**src/rtl/ascon_dispatch_pkg.sv**
```systemverilog
// Shared types, bus widths and helper functions for the multi-core ASCON dispatcher.
package ascon_dispatch_pkg;

  localparam int unsigned KEY_W     = 32;
  localparam int unsigned BD_W      = 32;
  localparam int unsigned TYPE_W    = 3;
  localparam int unsigned VB_W      = 4;
  // Upper bound on core lanes; the round-robin search is sized for this.
  localparam int unsigned MAX_CORES = 8;

  typedef enum logic [1:0] {
    StIdle   = 2'd0,
    StSel    = 2'd1,
    StStream = 2'd2
  } state_e;

  typedef struct packed {
    logic       found;
    logic [2:0] idx;
  } rr_pick_t;

  // Core index width; a single lane still gets a 1-bit index.
  function automatic int unsigned idx_width(input int unsigned n);
    return (n <= 1) ? 1 : $clog2(n);
  endfunction

  // First available lane at or after ptr, wrapping modulo n.
  function automatic rr_pick_t rr_search(input logic [MAX_CORES-1:0] avail,
                                         input int unsigned          ptr,
                                         input int unsigned          n);
    rr_pick_t    pick;
    int unsigned k;
    pick = '0;
    for (int unsigned i = 0; i < MAX_CORES; i++) begin
      k = ptr + i;
      if (k >= n) k = k - n;
      if ((i < n) && !pick.found && avail[3'(k)]) begin
        pick.found = 1'b1;
        pick.idx   = 3'(k);
      end
    end
    return pick;
  endfunction

endpackage

```
**src/rtl/dispatch_order_fifo.sv**
```systemverilog
// Order FIFO of core indices: records which lane each in-flight message went to, in
// arrival order, so that core outputs can be returned in that same order.
module dispatch_order_fifo #(
  parameter int unsigned Depth = 4,
  parameter int unsigned Width = 1
) (
  input  logic             i_clk,
  input  logic             i_rst,
  input  logic             i_push,
  input  logic [Width-1:0] i_data,
  input  logic             i_pop,
  output logic [Width-1:0] o_data,
  output logic             o_full,
  output logic             o_empty
);

  localparam int unsigned AddrW = $clog2(Depth);
  localparam int unsigned PtrW  = AddrW + 1;

  logic [Width-1:0] r_mem [Depth];
  logic [PtrW-1:0]  r_wr_ptr;
  logic [PtrW-1:0]  r_rd_ptr;
  logic             w_do_push;
  logic             w_do_pop;

  // Extra pointer MSB distinguishes full from empty when the low bits match.
  assign o_empty   = (r_wr_ptr == r_rd_ptr);
  assign o_full    = (r_wr_ptr[PtrW-1] != r_rd_ptr[PtrW-1]) &&
                     (r_wr_ptr[AddrW-1:0] == r_rd_ptr[AddrW-1:0]);
  assign w_do_push = i_push && !o_full;
  assign w_do_pop  = i_pop && !o_empty;
  assign o_data    = r_mem[r_rd_ptr[AddrW-1:0]];

  // Pointer update; push and pop in one cycle leave occupancy unchanged.
  always_ff @(posedge i_clk) begin
    if (i_rst) begin
      r_wr_ptr <= '0;
      r_rd_ptr <= '0;
    end else begin
      if (w_do_push) r_wr_ptr <= r_wr_ptr + PtrW'(1);
      if (w_do_pop)  r_rd_ptr <= r_rd_ptr + PtrW'(1);
    end
  end

  // Entry storage; contents are don't-care while empty.
  always_ff @(posedge i_clk) begin
    if (w_do_push) r_mem[r_wr_ptr[AddrW-1:0]] <= i_data;
  end

endmodule

```
**src/rtl/ascon_dispatch.sv**
```systemverilog
// Multi-core ASCON dispatcher: hands each whole message to an idle core chosen
// round-robin, and returns core outputs to the DMA in message-arrival order.
module ascon_dispatch
  import ascon_dispatch_pkg::*;
#(
  parameter int unsigned NUM_CORES   = 2,
  parameter int unsigned ORDER_DEPTH = 4,
  parameter int unsigned IDXW        = idx_width(NUM_CORES)
) (
  input  logic                        iClk,
  input  logic                        iRst,
  // DMA key / BDI streams
  input  logic                        iKeyVld,
  input  logic                        iKeyLast,
  input  logic [KEY_W-1:0]            iKey,
  output logic                        oKeyRdy,
  input  logic                        iBdiVld,
  input  logic                        iBdiLast,
  input  logic                        iEoi,
  input  logic [TYPE_W-1:0]           iBdiType,
  input  logic [VB_W-1:0]             iBdiVldByte,
  input  logic [BD_W-1:0]             iBdi,
  output logic                        oBdiRdy,
  // DMA output stream and status
  output logic                        oBdoVld,
  output logic                        oBdoLast,
  output logic [TYPE_W-1:0]           oBdoType,
  output logic [VB_W-1:0]             oBdoVldByte,
  output logic [BD_W-1:0]             oBdo,
  input  logic                        iBdoRdy,
  output logic                        oAuthVld,
  output logic                        oTagMatch,
  output logic                        oDone,
  // Per-core input lanes
  output logic [NUM_CORES-1:0]        oKeyVld,
  output logic [NUM_CORES-1:0]        oKeyLast,
  output logic [NUM_CORES*KEY_W-1:0]  oKey,
  output logic [NUM_CORES-1:0]        oBdiVld,
  output logic [NUM_CORES-1:0]        oBdiLast,
  output logic [NUM_CORES-1:0]        oEoi,
  output logic [NUM_CORES*TYPE_W-1:0] oBdiType,
  output logic [NUM_CORES*VB_W-1:0]   oBdiVldByte,
  output logic [NUM_CORES*BD_W-1:0]   oBdi,
  output logic [NUM_CORES-1:0]        oBdoRdy,
  // Per-core return lanes
  input  logic [NUM_CORES-1:0]        iKeyRdy,
  input  logic [NUM_CORES-1:0]        iBdiRdy,
  input  logic [NUM_CORES-1:0]        iRdy,
  input  logic [NUM_CORES-1:0]        iDone,
  input  logic [NUM_CORES-1:0]        iBdoVld,
  input  logic [NUM_CORES-1:0]        iBdoLast,
  input  logic [NUM_CORES-1:0]        iAuthVld,
  input  logic [NUM_CORES-1:0]        iTagMatch,
  input  logic [NUM_CORES*TYPE_W-1:0] iBdoType,
  input  logic [NUM_CORES*VB_W-1:0]   iBdoVldByte,
  input  logic [NUM_CORES*BD_W-1:0]   iBdo,
  // Status
  output logic [NUM_CORES-1:0]        oCoreBusy,
  output logic                        oFull
);

  state_e               r_state;
  logic [IDXW-1:0]      r_cur_idx;
  logic [IDXW-1:0]      r_rr_ptr;
  logic [NUM_CORES-1:0] r_busy;

  logic [MAX_CORES-1:0] w_avail;
  rr_pick_t             w_pick;
  logic [IDXW-1:0]      w_pick_idx;
  logic [IDXW-1:0]      w_next_ptr;
  logic [NUM_CORES-1:0] w_pick_oh;
  logic [NUM_CORES-1:0] w_cur_oh;
  logic [NUM_CORES-1:0] w_head_oh;
  logic [NUM_CORES-1:0] w_busy_next;
  logic [IDXW-1:0]      w_head;
  logic                 w_full;
  logic                 w_empty;
  logic                 w_push;
  logic                 w_pop;

  // Lane selection: idle-and-ready lanes searched from the round-robin pointer.
  always_comb begin
    w_avail                = '0;
    w_avail[NUM_CORES-1:0] = iRdy & ~r_busy;
    w_pick                 = rr_search(w_avail, 32'(r_rr_ptr), NUM_CORES);
    w_pick_idx             = IDXW'(w_pick.idx);
    w_next_ptr             = (32'(w_pick.idx) == NUM_CORES - 1) ? '0
                                                                : IDXW'(w_pick.idx + 3'd1);
    w_push                 = (r_state == StSel) && w_pick.found && !w_full;
    w_pop                  = |(iDone & w_head_oh);
    for (int unsigned k = 0; k < NUM_CORES; k++) begin
      w_pick_oh[k] = (32'(w_pick.idx) == k);
      w_cur_oh[k]  = (r_state == StStream) && (32'(r_cur_idx) == k);
      w_head_oh[k] = !w_empty && (32'(w_head) == k);
    end
  end

  // Input FSM: wait for traffic, claim a lane, then stream until end-of-input.
  always_ff @(posedge iClk) begin
    if (iRst) begin
      r_state   <= StIdle;
      r_cur_idx <= '0;
      r_rr_ptr  <= '0;
    end else begin
      unique case (r_state)
        StIdle: begin
          if (iKeyVld || iBdiVld) r_state <= StSel;
        end
        StSel: begin
          if (w_push) begin
            r_cur_idx <= w_pick_idx;
            r_rr_ptr  <= w_next_ptr;
            r_state   <= StStream;
          end
        end
        StStream: begin
          if (iBdiVld && oBdiRdy && iEoi) r_state <= StIdle;
        end
        default: r_state <= StIdle;
      endcase
    end
  end

  // Busy bits: cleared when the head lane finishes, set when a lane is claimed.
  always_comb begin
    w_busy_next = r_busy;
    if (w_pop)  w_busy_next = w_busy_next & ~w_head_oh;
    if (w_push) w_busy_next = w_busy_next | w_pick_oh;
  end

  // Busy register.
  always_ff @(posedge iClk) begin
    if (iRst) r_busy <= '0;
    else      r_busy <= w_busy_next;
  end

  dispatch_order_fifo #(
    .Depth (ORDER_DEPTH),
    .Width (IDXW)
  ) u_order_fifo (
    .i_clk   (iClk),
    .i_rst   (iRst),
    .i_push  (w_push),
    .i_data  (w_pick_idx),
    .i_pop   (w_pop),
    .o_data  (w_head),
    .o_full  (w_full),
    .o_empty (w_empty)
  );

  // Forward path: only the claimed lane sees the DMA streams while streaming.
  always_comb begin
    oKeyVld     = '0;
    oKeyLast    = '0;
    oKey        = '0;
    oBdiVld     = '0;
    oBdiLast    = '0;
    oEoi        = '0;
    oBdiType    = '0;
    oBdiVldByte = '0;
    oBdi        = '0;
    for (int unsigned k = 0; k < NUM_CORES; k++) begin
      if (w_cur_oh[k]) begin
        oKeyVld[k]                    = iKeyVld;
        oKeyLast[k]                   = iKeyLast;
        oKey[k*KEY_W +: KEY_W]        = iKey;
        oBdiVld[k]                    = iBdiVld;
        oBdiLast[k]                   = iBdiLast;
        oEoi[k]                       = iEoi;
        oBdiType[k*TYPE_W +: TYPE_W]  = iBdiType;
        oBdiVldByte[k*VB_W +: VB_W]   = iBdiVldByte;
        oBdi[k*BD_W +: BD_W]          = iBdi;
      end
    end
    oKeyRdy = |(iKeyRdy & w_cur_oh);
    oBdiRdy = |(iBdiRdy & w_cur_oh);
  end

  // Return path: the FIFO head lane owns the DMA output; all else stalls.
  always_comb begin
    oBdoVld     = 1'b0;
    oBdoLast    = 1'b0;
    oBdoType    = '0;
    oBdoVldByte = '0;
    oBdo        = '0;
    oAuthVld    = 1'b0;
    oTagMatch   = 1'b0;
    oDone       = 1'b0;
    oBdoRdy     = '0;
    for (int unsigned k = 0; k < NUM_CORES; k++) begin
      if (w_head_oh[k]) begin
        oBdoVld     = iBdoVld[k];
        oBdoLast    = iBdoLast[k];
        oBdoType    = iBdoType[k*TYPE_W +: TYPE_W];
        oBdoVldByte = iBdoVldByte[k*VB_W +: VB_W];
        oBdo        = iBdo[k*BD_W +: BD_W];
        oAuthVld    = iAuthVld[k];
        oTagMatch   = iTagMatch[k];
        oDone       = iDone[k];
        oBdoRdy[k]  = iBdoRdy;
      end
    end
  end

  assign oCoreBusy = r_busy;
  assign oFull     = w_full;

endmodule
```
**config.mk**
```make
export PLATFORM = sky130hd
export DESIGN_NAME = ascon_dispatch
export DESIGN_NICKNAME = d
export VERILOG_FILES = /design/src/rtl/ascon_dispatch_pkg.sv /design/src/rtl/dispatch_order_fifo.sv /design/src/rtl/ascon_dispatch.sv
export SDC_FILE = /design/constraint.sdc
export NUM_CORES = 1
export LEC_CHECK = 0
export ABC_AREA = 0
export CORE_AREA = 2 2 146 148
export DETAILED_ROUTE_END_ITERATION = 8
export DIE_AREA = 0 0 148 150
export GPL_TIMING_DRIVEN = 0
export PLACE_DENSITY = 0.47
export SLEW_MARGIN = 20
export SYNTH_ARGS = -nofsm -noshare
export SYNTH_HDL_FRONTEND = slang
export SYNTH_SLANG_ARGS = --single-unit
```
**constraint.sdc**
```tcl
create_clock -name iClk -period 1.94 [get_ports iClk]
set_clock_uncertainty 0.1 [all_clocks]
set_input_delay 0.388 -clock iClk [delete_from_list [all_inputs] [get_ports iClk]]
set_output_delay 0.388 -clock iClk [all_outputs]
set_load 0.005 [all_outputs]
```
=== After elaboration in Yosys (flattened, before gate mapping) ===
Memory sizes are Yosys's and may differ from the RTL's. A register that Yosys moved wholly into a read port is not among the register bits.
Cells that the tools add are included.

* Muxes and demuxes: 55
* Magnitude comparators: 4
* Bitwise operators: 10
* Equal/unequal tests: 9
* Reductions and logical operators: 23
* $add $sub $neg: 6

{| class="wikitable"
|+ Operator list
! operator !! count
|-
| $mux W32 || 6
|-
| $mux W1 || 27
|-
| $mux W4 || 6
|-
| $mux W3 || 6
|-
| $mux W2 || 7
|-
| $logic_and A1 B1 Y1 || 12
|-
| $and A2 B2 Y2 || 5
|-
| $lt A3 B4 Y1 const B || 2
|-
| $add A3 B1 Y3 const B || 2
|-
| $bmux W1 S3 || 2
|-
| $pmux W2 S3 || 1
|-
| $reduce_or A2 Y1 || 3
|-
| $ne A2 B1 Y1 const B || 2
|-
| $not A2 Y2 || 2
|-
| $eq A3 B1 Y1 const B || 1
|-
| $eq A3 B3 Y1 || 1
|-
| $logic_not A1 Y1 || 3
|-
| $logic_not A3 Y1 || 1
|-
| $reduce_and A3 Y1 || 1
|-
| $sub A1 B2 Y3 const B || 1
|-
| $sub A2 B2 Y3 const B || 1
|-
| $add A1 B1 Y2 const B || 1
|-
| $eq A2 B1 Y1 const B || 1
|-
| $eq A2 B2 Y1 || 1
|-
| 11 further kinds || 12
|}

* Input port bits: 173
* Register bits: 12
* Output and inout port bits: 203
* Logic and storage cells: 114
* Bits in writable memories: 4
* Memories kept: 1

{| class="wikitable"
|+ Memory list
! name !! depth !! bits a word !! rd ports !! clocked after memory_dff !! wr ports !! RTL line !! text
|-
| u_order_fifo.r_mem || 4 || 1 || 1 || 1 || 1 || dispatch_order_fifo.sv:20 || <nowiki>logic [Width-1:0] r_mem [Depth];</nowiki>
|}

=== Longest topological paths before layout ===
Gate-level depths: netlist of the first run.

* Word-level depth: 13
* Depth in mapped cells: 5
* Gate-level depth less buffers: 5

=== Hierarchy ===
A second synthesis of the first run with hierarchy kept.

* Cells, all modules: 384
* Area, all modules: 2753.9 µm²

{| class="wikitable"
|+ Modules (own cells, without submodules)
! module !! area each (µm²) !! cells an instance !! times used !! seq. area each (µm²)
|-
| ascon_dispatch || 2021.9 || 309 || 1 || 120.1
|-
| dispatch_order_fifo || 732.0 || 75 || 1 || 280.3
|}

=== Worst setup path after synthesis of the first run ===
Ideal clock, no wire load.

* Path kind: register -> output
* Start: reg with a tool-made name
* End: out oBdoRdy[0]
* Path slack: 0.045 ns
* Stages on the path, launching flop included: 5
* Data arrival time: 1.407 ns
* Path buffers: 2
* Data required time: 1.452 ns
* Path through: dfxtp_1 mux4_2 buf_2 buf_2 nor3b_1

{| class="wikitable"
|+ RTL lines
! element !! RTL line !! text
|-
| end, declared || ascon_dispatch.sv:44 || <nowiki>output logic [NUM_CORES-1:0] oBdoRdy,</nowiki>
|}

==> results.tsv, run 1 <==
metric	value	unit
outcome	finished, violations left	
violations	setup timing	
h-tree-depth	1	
cts_buffer_depth	2	
clk_latency	0.24	ns
period_needed	2.37	ns
via_per_inst	3.94	
routabilityCongestion	0.825	
synthesis.nets	586	
critical_path_required	1.45	ns
finalCritPeriodShare	122	%
rsz0062_at_grt	true	
remaining_drc_errors	0	
crit_path_start	u_order_fifo.r_mem[0]	
setup_ws	-0.426	ns
r2r_start	u_order_fifo.r_mem[0]	
hpwl	15.6	mm
powerDensity	417	nW/µm²
critPathBufInv	3	
startpoint_type	flip-flop	
leakagePower	4.23	nW
ant_nets	0	
fmax	423	MHz
holdCritStartpoint	r_state[1]	
mostFrequentLayoutCell	clkdlybuf4s50_1	
rows	53	
syn_area	2550	µm²
routed_wl	20.4	mm
die_x	148	µm
crit_family	multiplexers	
synth.yosys.seq_area_share	15.7	%
synth.distinct_cells	32	
dieArea	22200	µm²
async_reset_ff_share	0	%
setup.worst_path.class	reg2out	
port_buffers	375	
critPathArrivalTime	1.88	ns
placed_cells_incl_taps	1058	
layout-drive-gt1-share	52.9	%
yosysWarnings	0	
first_iter_violations	97	
diodes	0	
io_pins	376	
grt_pass1_vias	4375	
nNetsFinal	1048	
firstDrtPassIters	4	
grt_usage	16.2	%
drv_cap	0	
path_cells	mux4_2 -> buf_8 -> buf_12 -> nor3b_4 -> buf_2	
grt_max_degree	11	
drv_slew	0	
area_delta_synth_final	224	%
final_cell_mix	clkdlybuf4s50_1, buf_6, and2_4, nand2_1, and2_1	
antenna_found_initial	1	
synthFlopType	dfxtp_1	
worst_pin_slew	0.480	ns
critical_path_peak_fanout	7	
synth_cells	408	
synth_edf_count	4	
cts_made_buffers	3	
dpl-instance-area	6650	µm²
design_area	8270	µm²
wire_per_inst	17.8	µm
tns	-28.92	ns
hp-class	reg2reg	
fp.dieH	150	µm
vias	4507	
ir_drop	249	µV
initial_utilization	12.3	%
finalHoldViolCount	0	
crit_slowest_cell	mux4_2	
avgSynthCellArea	6.26	µm²
synth_seq_cells	18	
finalSetupViolCount	164	
cts_tree	done	
clkTransAtPathRegs	0.05	ns
slew_headroom	67.6	%
grt_pass1_wl	27.3	mm
slowest_delay	0.55	ns
final_util	40.0	%
layout.cells.non_filler	1144	
clockRootBuffer	clkbuf_16	
cp-end-kind	primary output	
grt.overflow.total	0	
cts.sinks	18	
coreArea	20700	µm²
-- metrics by stage --
step,power (mW),hold WS (ns),worst slack (ns)
4_1_cts,3.10,0.358,-0.473
2_1_floorplan,1.18,0.327,0.0455
6_report,3.45,0.361,-0.426
3_5_place_dp,2.46,0.358,-1.01
5_1_grt,3.69,0.386,-0.486
3_3_place_gp,2.48,0.353,-1.04
-- cells in the mapped netlist, types with 6 or more instances --
| cell | n | area share (%) |
|---|---|---|
| nand2_1 | 89 | 13 |
| nor2b_1 | 6 | 1.5 |
| a21oi_1 | 47 | 9.2 |
| mux2i_1 | 6 | 2.4 |
| inv_1 | 8 | 1.2 |
| buf_1 | 6 | 0.88 |
| dfxtp_1 | 14 | 11 |
| and2_1 | 152 | 37 |
| clkbuf_1 | 19 | 2.8 |
| buf_2 | 6 | 1.2 |
| nor2_1 | 8 | 1.2 |
-- final cells by class --
type                    count  area, µm²
flip-flops and latches     18        418
inverters                   8       30.0
repair buffers            467       4560
clock inverters             1       3.75
clock buffers               3       75.1
multi-input cells         351       2550
plain buffers              21        299
well taps                 275        344
fillers                  2168      12400
-- path summary, 6_finish.rpt --
check,end,slack (ns),cells past startpoint
max,oBdoRdy[0],-0.43,5
min,r_state[0],0.36,1
max reg2reg,flip-flop,-0.18,6
min reg2reg,r_state[0],0.36,1
-- timing repair --
| item | CTS | global route |
|---|---|---|
| gates cloned | 10 | 5 |
| pin swaps | 11 | 66 |
| endpoints found under the setup margin | 206 | 215 |
| hold buffers | 0 | 0 |
| setup buffers | 39 | 50 |
| resized for setup | 653 | 484 |
-- worst reg2reg max path, stage by stage, from the launching register on --
cell and delay [ns]:
edfxtp_1 0.40, mux4_2 0.55, buf_4 0.18, mux2i_4 0.19, nor2_4 0.12, buf_6 0.12, mux2_1 0.33
-- cells by family (layout without fill, tap and decap cells) --
| family | count (synthesis) | count (layout) | synth area share, % |
|---|---|---|---|
| simple gates | 272 | 272 | 57.1 |
| mux | 12 | 12 | 5.44 |
| buf+inv | 39 | 500 | 6.02 |
| compound gates | 59 | 59 | 12.3 |
| xor+xnor | 3 | 3 | 1.03 |
| flops | 18 | 18 | 15.7 |
| fa+ha+maj | 5 | 5 | 2.45 |
-- power by group --
part           internal (mW)  switching (mW)
combinational           1.43            1.16
clock                  0.274           0.131
sequential             0.423          0.0376
-- routing by layer --
layer	routed length (µm)	GRT usage, %
met1	6920	16.6
met2	11400	31.9
met4	265	3.76
met5	11	0
met3	1860	4.94
Power figures use the tool's default switching activity.
==> run 2: changes to the inputs <==
--- a/config.mk
+++ b/config.mk
@@ -6,12 +6,15 @@
 export NUM_CORES = 1
 export LEC_CHECK = 0
 export ABC_AREA = 0
-export CORE_AREA = 2 2 146 148
+export CORE_AREA = 2 2 145 147
+export CTS_CLUSTER_DIAMETER = 50
 export DETAILED_ROUTE_END_ITERATION = 8
-export DIE_AREA = 0 0 148 150
+export DIE_AREA = 0 0 147 149
 export GPL_TIMING_DRIVEN = 0
-export PLACE_DENSITY = 0.47
+export PLACE_DENSITY = 0.49
+export SETUP_SLACK_MARGIN = 0.05
 export SLEW_MARGIN = 20
 export SYNTH_ARGS = -nofsm -noshare
 export SYNTH_HDL_FRONTEND = slang
+export SYNTH_HIERARCHICAL = 1
 export SYNTH_SLANG_ARGS = --single-unit
==> run 2 against run 1 <==
  * Sequential cell count stayed put
  * Synthesized area is 7.8% higher
  * Die area is 1.3% lower
  * Largest power group unchanged
  * The flow still finishes with violations (setup timing)
  * Critical endpoint is now oBdo[6]
  * Critical path type unchanged
==> results.tsv, run 2 <==
metric	value	unit
nNetsFinal	1061	
r2r_setup_slack	-0.34	ns
rr_endpoint	u_order_fifo/r_mem[0]	
fmax	405	MHz
critical_path_required	1.45	ns
cp-end-kind	primary output	
diodes	0	
syn_area	2750	µm²
synth_edf_count	4	
vias	4619	
first_iter_violations	157	
rsz0062_at_grt	true	
r2r_start	u_order_fifo/r_rd_ptr[1]	
grt_max_degree	11	
routed_wl	21.7	mm
wire_per_inst	18.8	µm
clk_latency	0.25	ns
clockRootBuffer	clkbuf_16	
synth_mux_area_share	17.2	%
cts.sinks	18	
p_int	2.74	mW
synth_seq_cells	18	
remaining_drc_errors	0	
worst_pin_slew	0.689	ns
r2r_cells	9	
seq_power_share	11.3	%
hpwl	15.8	mm
drv_slew	0	
finalCritPeriodShare	127	%
period_needed	2.47	ns
finalHoldViolCount	0	
synth_top_cell_by_area	and2_1	
area_delta_synth_final	229	%
grt_pass1_vias	4840	
final_util	44.0	%
cts_buffer_depth	2	
critPathMostFrequentCell	buf_12	
synth_top_area_share	35.4	%
synthTopCellsByArea	and2_1, mux2i_1, dfxtp_1	
leakagePower	4.23	nW
yosysMostFrequentCell	and2_1	
startpoint_type	flip-flop	
cts_tree	done	
initial_utilization	13.4	%
grt_pass1_wl	30.9	mm
dieArea	21900	µm²
layout-drive-gt1-share	60.3	%
mostFrequentLayoutCell	buf_6	
ir_drop	281	µV
violations	setup timing	
rows	53	
setup_ws	-0.526	ns
ant_nets	0	
yosys.area_share.simple	51.4	%
setup.worst_path.class	reg2out	
port_buffers	375	
totalPowerFinal	4.43	mW
io_pins	376	
combPwrFrac	79.3	%
finalSetupViolCount	176	
layout.cells.non_filler	1157	
powerDensity	490	nW/µm²
final_cell_mix	buf_6, clkdlybuf4s50_1, and2_4, buf_2, nor2_1	
synth_compound_area_share	6.54	%
critical_path_peak_fanout	5	
holdPathEnd	r_state[0]	
die_x	147	µm
synthesis.nets	562	
async_reset_ff_share	0	%
h-tree-depth	1	
placed_cells_incl_taps	1034	
synth_cells	384	
crit_slowest_cell	mux4_2	
critPathBufInv	4	
yosysWarnings	6	
p_switching	1.69	mW
hp-class	reg2reg	
holdCritStartpoint	r_state[1]	
fp.dieH	149	µm
grt.overflow.total	0	
routabilityCongestion	0.829	
firstDrtPassIters	6	
slew_headroom	53.8	%
synth.yosys.seq_area_share	14.5	%
grt_usage	18.5	%
outcome	finished, violations left	
avgSynthCellArea	7.17	µm²
switching_share	38.1	%
synth_xor_area_share	2.18	%
drv_cap	0	
synthFlopType	dfxtp_1	
path_cells	mux4_2 -> buf_12 -> buf_12 -> buf_16 -> mux2i_2 -> nor2_1 -> buf_2	
yosys.area_share.adder	2.27	%
antenna_found_initial	0	
coreArea	20600	µm²
crit_family	multiplexers	
holdPathStages	1	
synth_top_family_by_area	simple AND/OR/NAND/NOR gates	
p_clk_share	9.4	%
clkTransAtPathRegs	0.05	ns
cts_made_buffers	3	
slowest_delay	0.51	ns
critPathArrivalTime	1.98	ns
yosys-top-cells-count	and2_1, nor2_1, mux2i_1	
hold_ws	0.359	ns
via_per_inst	3.99	
synth.distinct_cells	42	
[run 2: changes by cell type after synthesis, sizes merged, moves of 4 or more]
cell | previous run | this run
nand4 | 0 | 6
and3 | 4 | 0
nand2 | 89 | 5
a21oi | 47 | 7
clkbuf | 19 | 11
nand2b | 1 | 5
mux2 | 5 | 0
nor2 | 9 | 48
mux2i | 6 | 45
and2 | 152 | 156
buf | 12 | 17
[run 2: per-stage QoR]
stage	TNS, ns	cell area [µm²]	worst slack [ns]
4_1_cts	-57.66	8390	-0.566
3_3_place_gp	-109.30	6980	-0.783
3_5_place_dp	-114.02	6980	-0.816
6_report	-41.30	9050	-0.526
5_1_grt	-54.61	9050	-0.613
2_1_floorplan	-0.955	2880	-0.207
[run 2: routing by layer]
| layer | routed length [µm] | track usage [%] | vias to the layer above |
|---|---|---|---|
| met5 | 0 | 0 | - |
| met4 | 330 | 2.79 | 0 |
| met3 | 1630 | 4.56 | 20 |
| met2 | 11200 | 35.1 | 203 |
| met1 | 8560 | 21.5 | 2117 |
| li1 | - | - | 2279 |
[run 2: cell families after synthesis]
group,Yosys count
simple gates,245
flops,18
compound gates,28
fa+ha+maj,5
xor+xnor,6
buf+inv,36
mux,46
[run 2: cell type report]
type | instances | area [µm²]
buffer | 20 | 263
clock buffer | 4 | 78.8
fill | 2047 | 11500
inverter | 8 | 30.0
multi-input combinational | 330 | 2820
sequential | 18 | 428
tap | 275 | 344
timing repair buffer | 502 | 5080
[run 2: worst max-delay path by stage]
stage / from / to / slack [ns] / cells past startpoint
after floorplan: u_order_fifo/r_wr_ptr[1] / u_order_fifo/r_mem[0] / -0.21 / 9
after global placement: u_order_fifo/r_wr_ptr[1] / oBdo[25] / -0.78 / 7
after detailed placement: u_order_fifo/r_wr_ptr[1] / oBdo[26] / -0.82 / 7
after CTS: u_order_fifo/r_mem[1] / oBdo[9] / -0.57 / 7
after global routing: u_order_fifo/r_mem[3] / oBdo[9] / -0.61 / 7
final: u_order_fifo/r_mem[1] / oBdo[6] / -0.53 / 7
[run 2: worst register-to-register path, stage by stage (launching register included)]
cell	delay, ns
dfxtp_4	0.39
xor2_4	0.22
buf_6	0.14
nor3_4	0.03
or3b_4	0.41
a21o_1	0.19
inv_2	0.11
inv_2	0.07
a31oi_4	0.17
and2_4	0.17
[run 2: what timing repair did]
| item | in CTS | in global routing |
|---|---|---|
| resized for setup | 1070 | 245 |
| pin swaps | 73 | 60 |
| gates cloned | 15 | 0 |
| buffers inserted | 102 | 38 |
| hold buffers | 0 | 0 |
| setup endpoints to repair | 216 | 217 |
[run 2: power by group through the flow]
stage	Clock [mW]	Sequential [mW]	Combinational (mW)
after floorplan	0	0.490	1.17
after global placement	0	0.505	2.79
after detailed placement	0	0.505	2.77
after CTS	0.429	0.493	3.37
after global routing	0.451	0.509	3.77
final	0.415	0.499	3.51
